$ cat src/rtl/spu_pkg.sv
// Shared types and constants for the SPU instruction-fetch slice.
package spu_pkg;

  localparam logic [31:0] SPU_NOP  = 32'h4020_0000;
  localparam logic [31:0] SPU_LNOP = 32'h0020_0000;

  typedef enum logic [1:0] {
    S_IDLE = 2'd0,
    S_WAIT = 2'd1,
    S_DROP = 2'd2
  } fetch_state_t;

  // slot0 is the even (first) instruction and occupies the upper half,
  // matching the local-store read data layout.
  typedef struct packed {
    logic [31:0] slot0;
    logic [31:0] slot1;
  } instr_pair_t;

  localparam instr_pair_t BUBBLE_PAIR = '{slot0: SPU_NOP, slot1: SPU_LNOP};

endpackage

$ cat src/rtl/spu_fetch_skid.sv
// One-entry skid buffer holding an instruction pair and its post-increment PC
// while the fetch output register is stalled. Flush beats load beats drain.
module spu_fetch_skid
  import spu_pkg::*;
#(
  parameter int unsigned PCbitsize = 32
) (
  input  logic                 clk,
  input  logic                 reset,
  input  logic                 i_load,
  input  logic                 i_drain,
  input  logic                 i_flush,
  input  logic [63:0]          i_pair,
  input  logic [PCbitsize-1:0] i_pcn,
  output logic                 o_valid,
  output logic [63:0]          o_pair,
  output logic [PCbitsize-1:0] o_pcn
);

  logic                 r_valid;
  instr_pair_t          r_pair;
  logic [PCbitsize-1:0] r_pcn;

  // Capture a pair when the output cannot take it; release it on drain.
  always_ff @(posedge clk) begin
    if (!reset) begin
      r_valid <= 1'b0;
      r_pair  <= BUBBLE_PAIR;
      r_pcn   <= '0;
    end else if (i_flush) begin
      r_valid <= 1'b0;
    end else if (i_load) begin
      r_valid <= 1'b1;
      r_pair  <= instr_pair_t'(i_pair);
      r_pcn   <= i_pcn;
    end else if (i_drain) begin
      r_valid <= 1'b0;
    end
  end

  assign o_valid = r_valid;
  assign o_pair  = r_pair;
  assign o_pcn   = r_pcn;

endmodule

$ cat src/rtl/spu_fetch_unit.sv
// SPU instruction-fetch stage: holds the fetch PC, issues one 64-bit read per
// request to local store and presents the returned pair to IF/ID, with a
// one-entry skid buffer for decode stalls and branch redirect/squash.
// Optional: define SPU_FETCH_PERF_EN to add perf_stall_cnt / perf_flush_cnt.
module spu_fetch_unit
  import spu_pkg::*;
#(
  parameter int unsigned          PCbitsize = 32,
  parameter int unsigned          LS_ADDR_W = 18,
  parameter logic [PCbitsize-1:0] RESET_PC  = '0
) (
  input  logic                 clk,
  input  logic                 reset,
  input  logic                 stall_i,
  input  logic                 branch_taken,
  input  logic [PCbitsize-1:0] branch_target,
  output logic                 imem_req,
  output logic [LS_ADDR_W-1:0] imem_addr,
  input  logic                 imem_valid,
  input  logic [63:0]          imem_rdata,
  output logic [31:0]          instruction1,
  output logic [31:0]          instruction2,
  output logic [PCbitsize-1:0] PC_adderOut,
  output logic                 fetch_valid
`ifdef SPU_FETCH_PERF_EN
  ,
  output logic [31:0]          perf_stall_cnt,
  output logic [31:0]          perf_flush_cnt
`endif
);

  localparam logic [LS_ADDR_W-1:0] PC_STEP    = LS_ADDR_W'(8);
  localparam logic [LS_ADDR_W-1:0] RESET_ADDR = RESET_PC[LS_ADDR_W-1:0] & ~LS_ADDR_W'(7);

  fetch_state_t         r_state, w_state_nxt;
  logic [LS_ADDR_W-1:0] r_pc;
  logic [LS_ADDR_W-1:0] r_req_pc;
  logic                 r_out_valid;
  instr_pair_t          r_out_pair;
  logic [PCbitsize-1:0] r_out_pcn;

  logic                 w_consume;
  logic                 w_out_free;
  logic                 w_ret;
  logic                 w_issue;
  logic                 w_skid_valid;
  logic                 w_skid_load;
  logic                 w_skid_drain;
  logic                 w_ret_to_out;
  logic [LS_ADDR_W-1:0] w_ret_sum;
  logic [PCbitsize-1:0] w_ret_pcn;
  logic [63:0]          w_skid_pair;
  logic [PCbitsize-1:0] w_skid_pcn;
  logic                 w_unused_target;

  // Only bits [LS_ADDR_W-1:3] of the redirect address are meaningful.
  assign w_unused_target = ^branch_target;

  // Handshake qualifiers and data-path steering for this cycle.
  always_comb begin
    w_consume    = r_out_valid & ~stall_i;
    w_out_free   = ~r_out_valid | w_consume;
    w_ret        = (r_state == S_WAIT) & imem_valid;
    w_issue      = reset & ~branch_taken & ~w_skid_valid & w_out_free &
                   ((r_state == S_IDLE) | w_ret);
    w_skid_drain = ~branch_taken & w_skid_valid & w_out_free;
    w_ret_to_out = ~branch_taken & ~w_skid_valid & w_ret & w_out_free;
    w_skid_load  = ~branch_taken & w_ret & ~w_out_free;
    w_ret_sum    = r_req_pc + PC_STEP;
    w_ret_pcn    = PCbitsize'(w_ret_sum);
  end

  // Next-state and output decode.
  // A return landing in S_DROP always retires the drop, even alongside a
  // redirect, since no further return will arrive for that request.
  always_comb begin
    w_state_nxt  = r_state;
    imem_req     = w_issue;
    imem_addr    = r_pc;
    fetch_valid  = r_out_valid;
    instruction1 = r_out_valid ? r_out_pair.slot0 : SPU_NOP;
    instruction2 = r_out_valid ? r_out_pair.slot1 : SPU_LNOP;
    PC_adderOut  = r_out_pcn;
    case (r_state)
      S_IDLE: if (w_issue) w_state_nxt = S_WAIT;
      S_WAIT: begin
        if (imem_valid)        w_state_nxt = w_issue ? S_WAIT : S_IDLE;
        else if (branch_taken) w_state_nxt = S_DROP;
      end
      S_DROP: if (imem_valid) w_state_nxt = S_IDLE;
      default: w_state_nxt = S_IDLE;
    endcase
  end

  // State register.
  always_ff @(posedge clk) begin
    if (!reset) r_state <= S_IDLE;
    else        r_state <= w_state_nxt;
  end

  // Fetch PC: redirect wins, otherwise advance by one pair per issue.
  always_ff @(posedge clk) begin
    if (!reset) begin
      r_pc     <= RESET_ADDR;
      r_req_pc <= '0;
    end else if (branch_taken) begin
      r_pc <= {branch_target[LS_ADDR_W-1:3], 3'b000};
    end else if (w_issue) begin
      r_pc     <= r_pc + PC_STEP;
      r_req_pc <= r_pc;
    end
  end

  // Output register: skid drains first, then a fresh return, else consume.
  always_ff @(posedge clk) begin
    if (!reset) begin
      r_out_valid <= 1'b0;
      r_out_pair  <= BUBBLE_PAIR;
      r_out_pcn   <= '0;
    end else if (branch_taken) begin
      r_out_valid <= 1'b0;
    end else if (w_skid_drain) begin
      r_out_valid <= 1'b1;
      r_out_pair  <= instr_pair_t'(w_skid_pair);
      r_out_pcn   <= w_skid_pcn;
    end else if (w_ret_to_out) begin
      r_out_valid <= 1'b1;
      r_out_pair  <= instr_pair_t'(imem_rdata);
      r_out_pcn   <= w_ret_pcn;
    end else if (w_consume) begin
      r_out_valid <= 1'b0;
    end
  end

  spu_fetch_skid #(
    .PCbitsize (PCbitsize)
  ) u_skid (
    .clk     (clk),
    .reset   (reset),
    .i_load  (w_skid_load),
    .i_drain (w_skid_drain),
    .i_flush (branch_taken),
    .i_pair  (imem_rdata),
    .i_pcn   (w_ret_pcn),
    .o_valid (w_skid_valid),
    .o_pair  (w_skid_pair),
    .o_pcn   (w_skid_pcn)
  );

`ifdef SPU_FETCH_PERF_EN
  logic [31:0] r_perf_stall;
  logic [31:0] r_perf_flush;

  // Saturating event counters: stalled valid cycles and redirect pulses.
  always_ff @(posedge clk) begin
    if (!reset) begin
      r_perf_stall <= '0;
      r_perf_flush <= '0;
    end else begin
      if (r_out_valid && stall_i && (r_perf_stall != '1)) r_perf_stall <= r_perf_stall + 32'd1;
      if (branch_taken && (r_perf_flush != '1))           r_perf_flush <= r_perf_flush + 32'd1;
    end
  end

  assign perf_stall_cnt = r_perf_stall;
  assign perf_flush_cnt = r_perf_flush;
`endif

endmodule

$ cat config.mk
export PLATFORM = sky130hd
export DESIGN_NAME = spu_fetch_unit
export DESIGN_NICKNAME = d
export VERILOG_FILES = /design/src/rtl/spu_pkg.sv /design/src/rtl/spu_fetch_skid.sv /design/src/rtl/spu_fetch_unit.sv
export SDC_FILE = /design/constraint.sdc
export NUM_CORES = 1
export LEC_CHECK = 0
export BUFFER_PORTS_ARGS = -buffer_cell sky130_fd_sc_hd__buf_2
export CAP_MARGIN = 20
export CORE_MARGIN = 5
export CORE_UTILIZATION = 51
export CTS_CLUSTER_SIZE = 14
export DETAILED_ROUTE_END_ITERATION = 16
export GPL_TIMING_DRIVEN = 0
export HOLD_SLACK_MARGIN = 0.05
export PLACE_DENSITY = 0.77
export REMOVE_ABC_BUFFERS = 1
export SYNTH_ARGS = -nofsm -noshare
export SYNTH_HDL_FRONTEND = slang
export SYNTH_SLANG_ARGS = --single-unit
$ cat constraint.sdc
create_clock -name clk -period 2.2 [get_ports clk]
set_input_delay 0 -clock clk [delete_from_list [all_inputs] [get_ports clk]]
set_output_delay 0 -clock clk [all_outputs]
set_load 0.02 [all_outputs]
After elaboration in Yosys (flattened, before gate mapping):

Cells that the tools add are included.

* add/sub/neg operators: 2
* equality and inequality tests: 5
* multiplexer cells: 19
* bitwise operators: 21
* reductions and logical operators: 10

Operator list (number)
* $mux W32: 4
* $mux W64: 2
* $add A18 B4 Y18 const B: 2
* $mux W18: 2
* $and A1 B1 Y1: 13
* $mux W2: 4
* $mux W1: 6
* $not A1 Y1: 6
* $pmux W2 S3: 1
* $reduce_and A2 Y1: 3
* $reduce_bool A2 Y1: 3
* $ne A2 B2 Y1 const B: 2
* $ne A3 B3 Y1 const B: 1
* $reduce_and A3 Y1: 1
* $reduce_bool A3 Y1: 1
* $eq A2 B1 Y1 const B: 1
* $eq A2 B2 Y1 const B: 1
* $logic_not A2 Y1: 1
* $or A1 B1 Y1: 2
* $reduce_or A2 Y1: 1

* register bits after elaboration: 218
* bits of input ports: 101
* output and inout port bits: 116
* logic and storage cells: 69

Logic depth before layout (Yosys ltp):

* depth after elaboration: 8
* mapped depth: 8
* gate-level depth less buffers: 5

By module:

From an unflattened synthesis, not the netlist that was laid out.

* cell total of the unflattened synthesis: 1246
* area, all modules: 10203.5 sq um

Modules (own cells, without submodules)
* spu_fetch_unit: times used 1, cells an instance 825, area an instance 6303.5 sq um
* spu_fetch_skid: times used 1, cells an instance 421, area an instance 3900.0 sq um

Least setup slack after synthesis:

OpenSTA, ideal clock, no wires.

* path kind: reg-to-reg
* from: register r_out_valid, in the netlist fetch_valid
* to: register r_pc[10], in the netlist imem_addr[10]
* arrival time: 1781 ps
* required time: 2126 ps
* slack: 345 ps
* stages on the path, launching flop included: 6
* clock period less this slack: 1855 ps
* cells stage by stage: dfxtp_1 > a211o_1 > or3_1 > buf_2 > or4_1 > a31oi_1

* word-level cells in the longest chain between the ends: 5
* elaborated cells between the ends (all ways): 6

RTL lines
* from (decl): line spu_fetch_unit.sv:38 `logic r_out_valid;`
* from (signal assigned): line spu_fetch_unit.sv:117 `r_out_valid <= 1'b0;`
* from (signal assigned): line spu_fetch_unit.sv:121 `r_out_valid <= 1'b0;`
* from (signal assigned): line spu_fetch_unit.sv:123 `r_out_valid <= 1'b1;`
* $and A1 B1 Y1 / $not A1 Y1 (equally long branches): line spu_fetch_unit.sv:61, spu_fetch_unit.sv:62
* $or A1 B1 Y1 *: line spu_fetch_unit.sv:62 `w_out_free = ~r_out_valid | w_consume;`
* $and A1 B1 Y1 * (2 in a row): line spu_fetch_unit.sv:64 `w_issue = reset & ~branch_taken & ~w_skid_valid & w_out_free &`
* $reduce_bool A2 Y1 (no source line) *
* to (signal assigned): line spu_fetch_unit.sv:107 `r_pc <= {branch_target[LS_ADDR_W-1:3], 3'b000};`
* to (signal assigned): line spu_fetch_unit.sv:109 `r_pc <= r_pc + PC_STEP;`
* to (decl): line spu_fetch_unit.sv:36 `logic [LS_ADDR_W-1:0] r_pc;`

Every way passes the cells marked *; elsewhere a longest branch is shown, timed or not.
A chain may end at the register's enable or synchronous reset.

Worst setup path in the final report:

* from: register u_skid.r_valid, in the netlist u_skid.o_valid
* to: register r_pc[10], in the netlist imem_addr[10]

* word-level cells in the longest chain between the ends: 5

RTL lines
* from (decl): line spu_fetch_skid.sv:20 `logic r_valid;`
* from (signal assigned): line spu_fetch_skid.sv:27 `r_valid <= 1'b0;`
* from (signal assigned): line spu_fetch_skid.sv:31 `r_valid <= 1'b0;`
* from (signal assigned): line spu_fetch_skid.sv:33 `r_valid <= 1'b1;`
* $not A1 Y1: line spu_fetch_unit.sv:64
* $and A1 B1 Y1 (3 in a row): line spu_fetch_unit.sv:64
* $reduce_bool A2 Y1 (no source line)

Every way passes these cells.

==> impl_metrics.env <==
export IMPL_status="finished clean"
export IMPL_critical_path_class="register to register"
export IMPL_die_area_um2=19300
export IMPL_clockBufferDepth=2
export IMPL_post_place_ws_ps=-701
export IMPL_cts_root_buf="clkbuf_16"
export IMPL_grt_overflow_total=0
export IMPL_rsz0062_at_grt="yes"
export IMPL_htree_levels=4
export IMPL_io_pins=217
export IMPL_antenna_found_initial=0
export IMPL_cts_sinks=192
export IMPL_routed_wl_um=23900
export IMPL_std_cell_rows=47
export IMPL_areaGrowthSynthToFinish_pct=31.5
export IMPL_die_y_um=139
export IMPL_whs_ps=159
export IMPL_p_switching_mw=1.83
export IMPL_grt_max_degree=121
export IMPL_setup_slack_ps=72.0
export IMPL_required_ps=2560
export IMPL_first_iter_violations=549
export IMPL_yosys_warnings=0
export IMPL_drive_above_1_share=0.195
export IMPL_ys_ff_latch=192
export IMPL_clk_pin_slew_ps=70
export IMPL_comb_power_share=0.085
export IMPL_stdcell_area_um2=11200
export IMPL_post_drt_wl_per_cell_um=16.0
export IMPL_worst_ir_drop_vdd_v=0.000630
export IMPL_synth_cell_type_count=44
export IMPL_die_w_um=139
export IMPL_layout_cells_non_filler=1489
export IMPL_dpl_cell_area_um2=9570
export IMPL_grt_pass1_vias=7779
export IMPL_num_vias=8099
export IMPL_grt_usage=0.242
export IMPL_core_um2=16500
export IMPL_hold_viol_final=0
export IMPL_drv_cap=0
export IMPL_async_flop_share=0
export IMPL_synth_ff_type="dfxtp_1"
export IMPL_grt_pass1_wl_um=39300
export IMPL_netlist_instances=1031
export IMPL_hp_class="input pin to register"
export IMPL_synth_edff_count=0
export IMPL_mostFrequentLayoutCell="dfxtp_1"
export IMPL_cts_made_buffers=17
export IMPL_worstSetupEndpointType="register"
export IMPL_drc=0
export IMPL_finalSetupViolCount=0
export IMPL_internal_power_mw=5.68
export IMPL_first_pass_iters=4
export IMPL_synth_area_um2=8490
export IMPL_pwr_share_clk=0.434
export IMPL_dp_cells=1364
export IMPL_fmax_mhz=470
export IMPL_cts_tree="done"
export IMPL_p_per_area_nw_per_um2=673
export IMPL_slew_headroom=0.429
export IMPL_cp_arrival_ps=2490
export IMPL_avgViaCountPerCell=5.44
export IMPL_dp_hpwl_um=14000
export IMPL_syn_area_per_cell_um2=8.23
export IMPL_clkLatencyLatePin_ps=440
export IMPL_period_share=0.967
export IMPL_crit_path_max_fanout=21
export IMPL_cp_start_kind="register"
export IMPL_floorplan_initialDensity=0.515
export IMPL_layout_common_cells="190 x dfxtp_1, 180 x nand2_1, 179 x buf_2, 94 x a21oi_1, 84 x dlygate4sd3_1"
export IMPL_postRouteAntennaNets=0
export IMPL_swShare=0.243
export IMPL_fin_util=0.678
export IMPL_power_frac_seq=0.481
export IMPL_tightest_slew_ps=856
export IMPL_place_congestion=0.811
export IMPL_nets=1359
export IMPL_final_setup_skew_ps=14.3
export IMPL_leakage_nw=4.23
export IMPL_ys_seq_area_frac=0.453
export IMPL_portBuffers=179
export IMPL_period_minus_slack_ps=2130
export IMPL_n_antenna_cell=0
export IMPL_drv_slew=0
-- sequential cells by signal, indices dropped and copies added, names as in the netlist --
| register | flops |
|---|---|
| r_out_pair | 64 |
| u_skid.o_pair | 64 |
| PC_adderOut | 15 |
| imem_addr | 15 |
| r_req_pc | 15 |
| u_skid.o_pcn | 15 |
| r_state | 2 |
| fetch_valid | 1 |
| u_skid.o_valid | 1 |
-- power groups by stage --
stage / sequential (mW) / clock, mW / combinational [mW]
after detailed placement: 3.69 / 0 / 0.494
after floorplan: 3.71 / 0 / 0.271
after CTS: 3.61 / 3.29 / 0.626
final: 3.62 / 3.26 / 0.635
after global placement: 3.70 / 0 / 0.479
after global routing: 3.62 / 3.45 / 0.697
-- worst max-delay path, cell delays in order (launching register included) --
cell and delay, ps:
dfxtp_4 440, buf_16 220, a211o_1 260, or3_4 450, or4_1 520, a31oi_1 160
-- final timing paths --
check / start / end / slack, ps / depth (start not counted)
setup / recovery: u_skid.o_valid$_SDFFE_PP0P_ / imem_addr[10]$_SDFFE_PN0P_ / 70 / 5
setup reg to reg: u_skid.o_valid$_SDFFE_PP0P_ / imem_addr[10]$_SDFFE_PN0P_ / 70 / 5
hold / removal: reset / u_skid.o_pair[21]$_SDFFE_PN1P_ / 160 / 2
hold reg to reg: PC_adderOut[6]$_SDFFE_PN0P_ / PC_adderOut[6]$_SDFFE_PN0P_ / 450 / 2
-- timing repair --
item,in CTS,in global routing
gates resized for setup,4,2
gates cloned,2,0
buffers inserted,6,1
hold endpoints to repair,147,0
pin swaps,2,1
hold buffers,84,0
endpoints found under the setup margin,151,31
-- logic make-up after synthesis --
family                     share of synthesized area
other                                       0.000442
adders and majority gates                    0.00295
DFF                                            0.453
and+or+nand+nor                                0.218
buffers and inverters                         0.0587
xor gates and xnor gates                      0.0144
muxes                                         0.0792
AOI/OAI and AO/OA                              0.173
-- through the flow --
step           setup TNS [ps]  total power [mW]
6_report                    0              7.51
5_1_grt                     0              7.77
4_1_cts                     0              7.53
3_5_place_dp           -49780              4.19
3_3_place_gp         -1502000              4.18
2_1_floorplan         -818000              3.98
-- final cells by class --
| class | count | area, um^2 |
|---|---|---|
| Clock inverter | 13 | 175 |
| Fill cell | 1280 | 5300 |
| Tap cell | 220 | 275 |
| Sequential cell | 192 | 3850 |
| Timing Repair Buffer | 286 | 2110 |
| Multi-Input combinational cell | 748 | 4260 |
| Clock buffer | 19 | 443 |
| Inverter | 11 | 50.0 |
-- layer usage --
metal,global-route usage,up-vias,wire [um]
met5,0,-,0
met4,0.0850,0,463
met3,0.0445,39,1330
met2,0.400,288,11600
met1,0.319,3775,10400
li1,-,3997,-
-- cell usage after synthesis (8+ instances only) --
cell,instances,area [um^2]
xnor2_1,9,78.8
a31oi_1,10,62.6
a21oi_1,95,475
nand2_1,180,676
mux2i_1,66,661
nand3_1,22,110
dfxtp_1,192,3840
a211oi_1,69,518
and3_1,8,50.1
nor2_1,76,285
o21ai_0,39,195
nand4_1,8,50.1
buf_4,20,150
and2_1,63,394
nor3_1,25,125
or3_1,9,56.3
inv_1,10,37.5
clkbuf_1,72,270
Power figures use the tool's default switching activity.
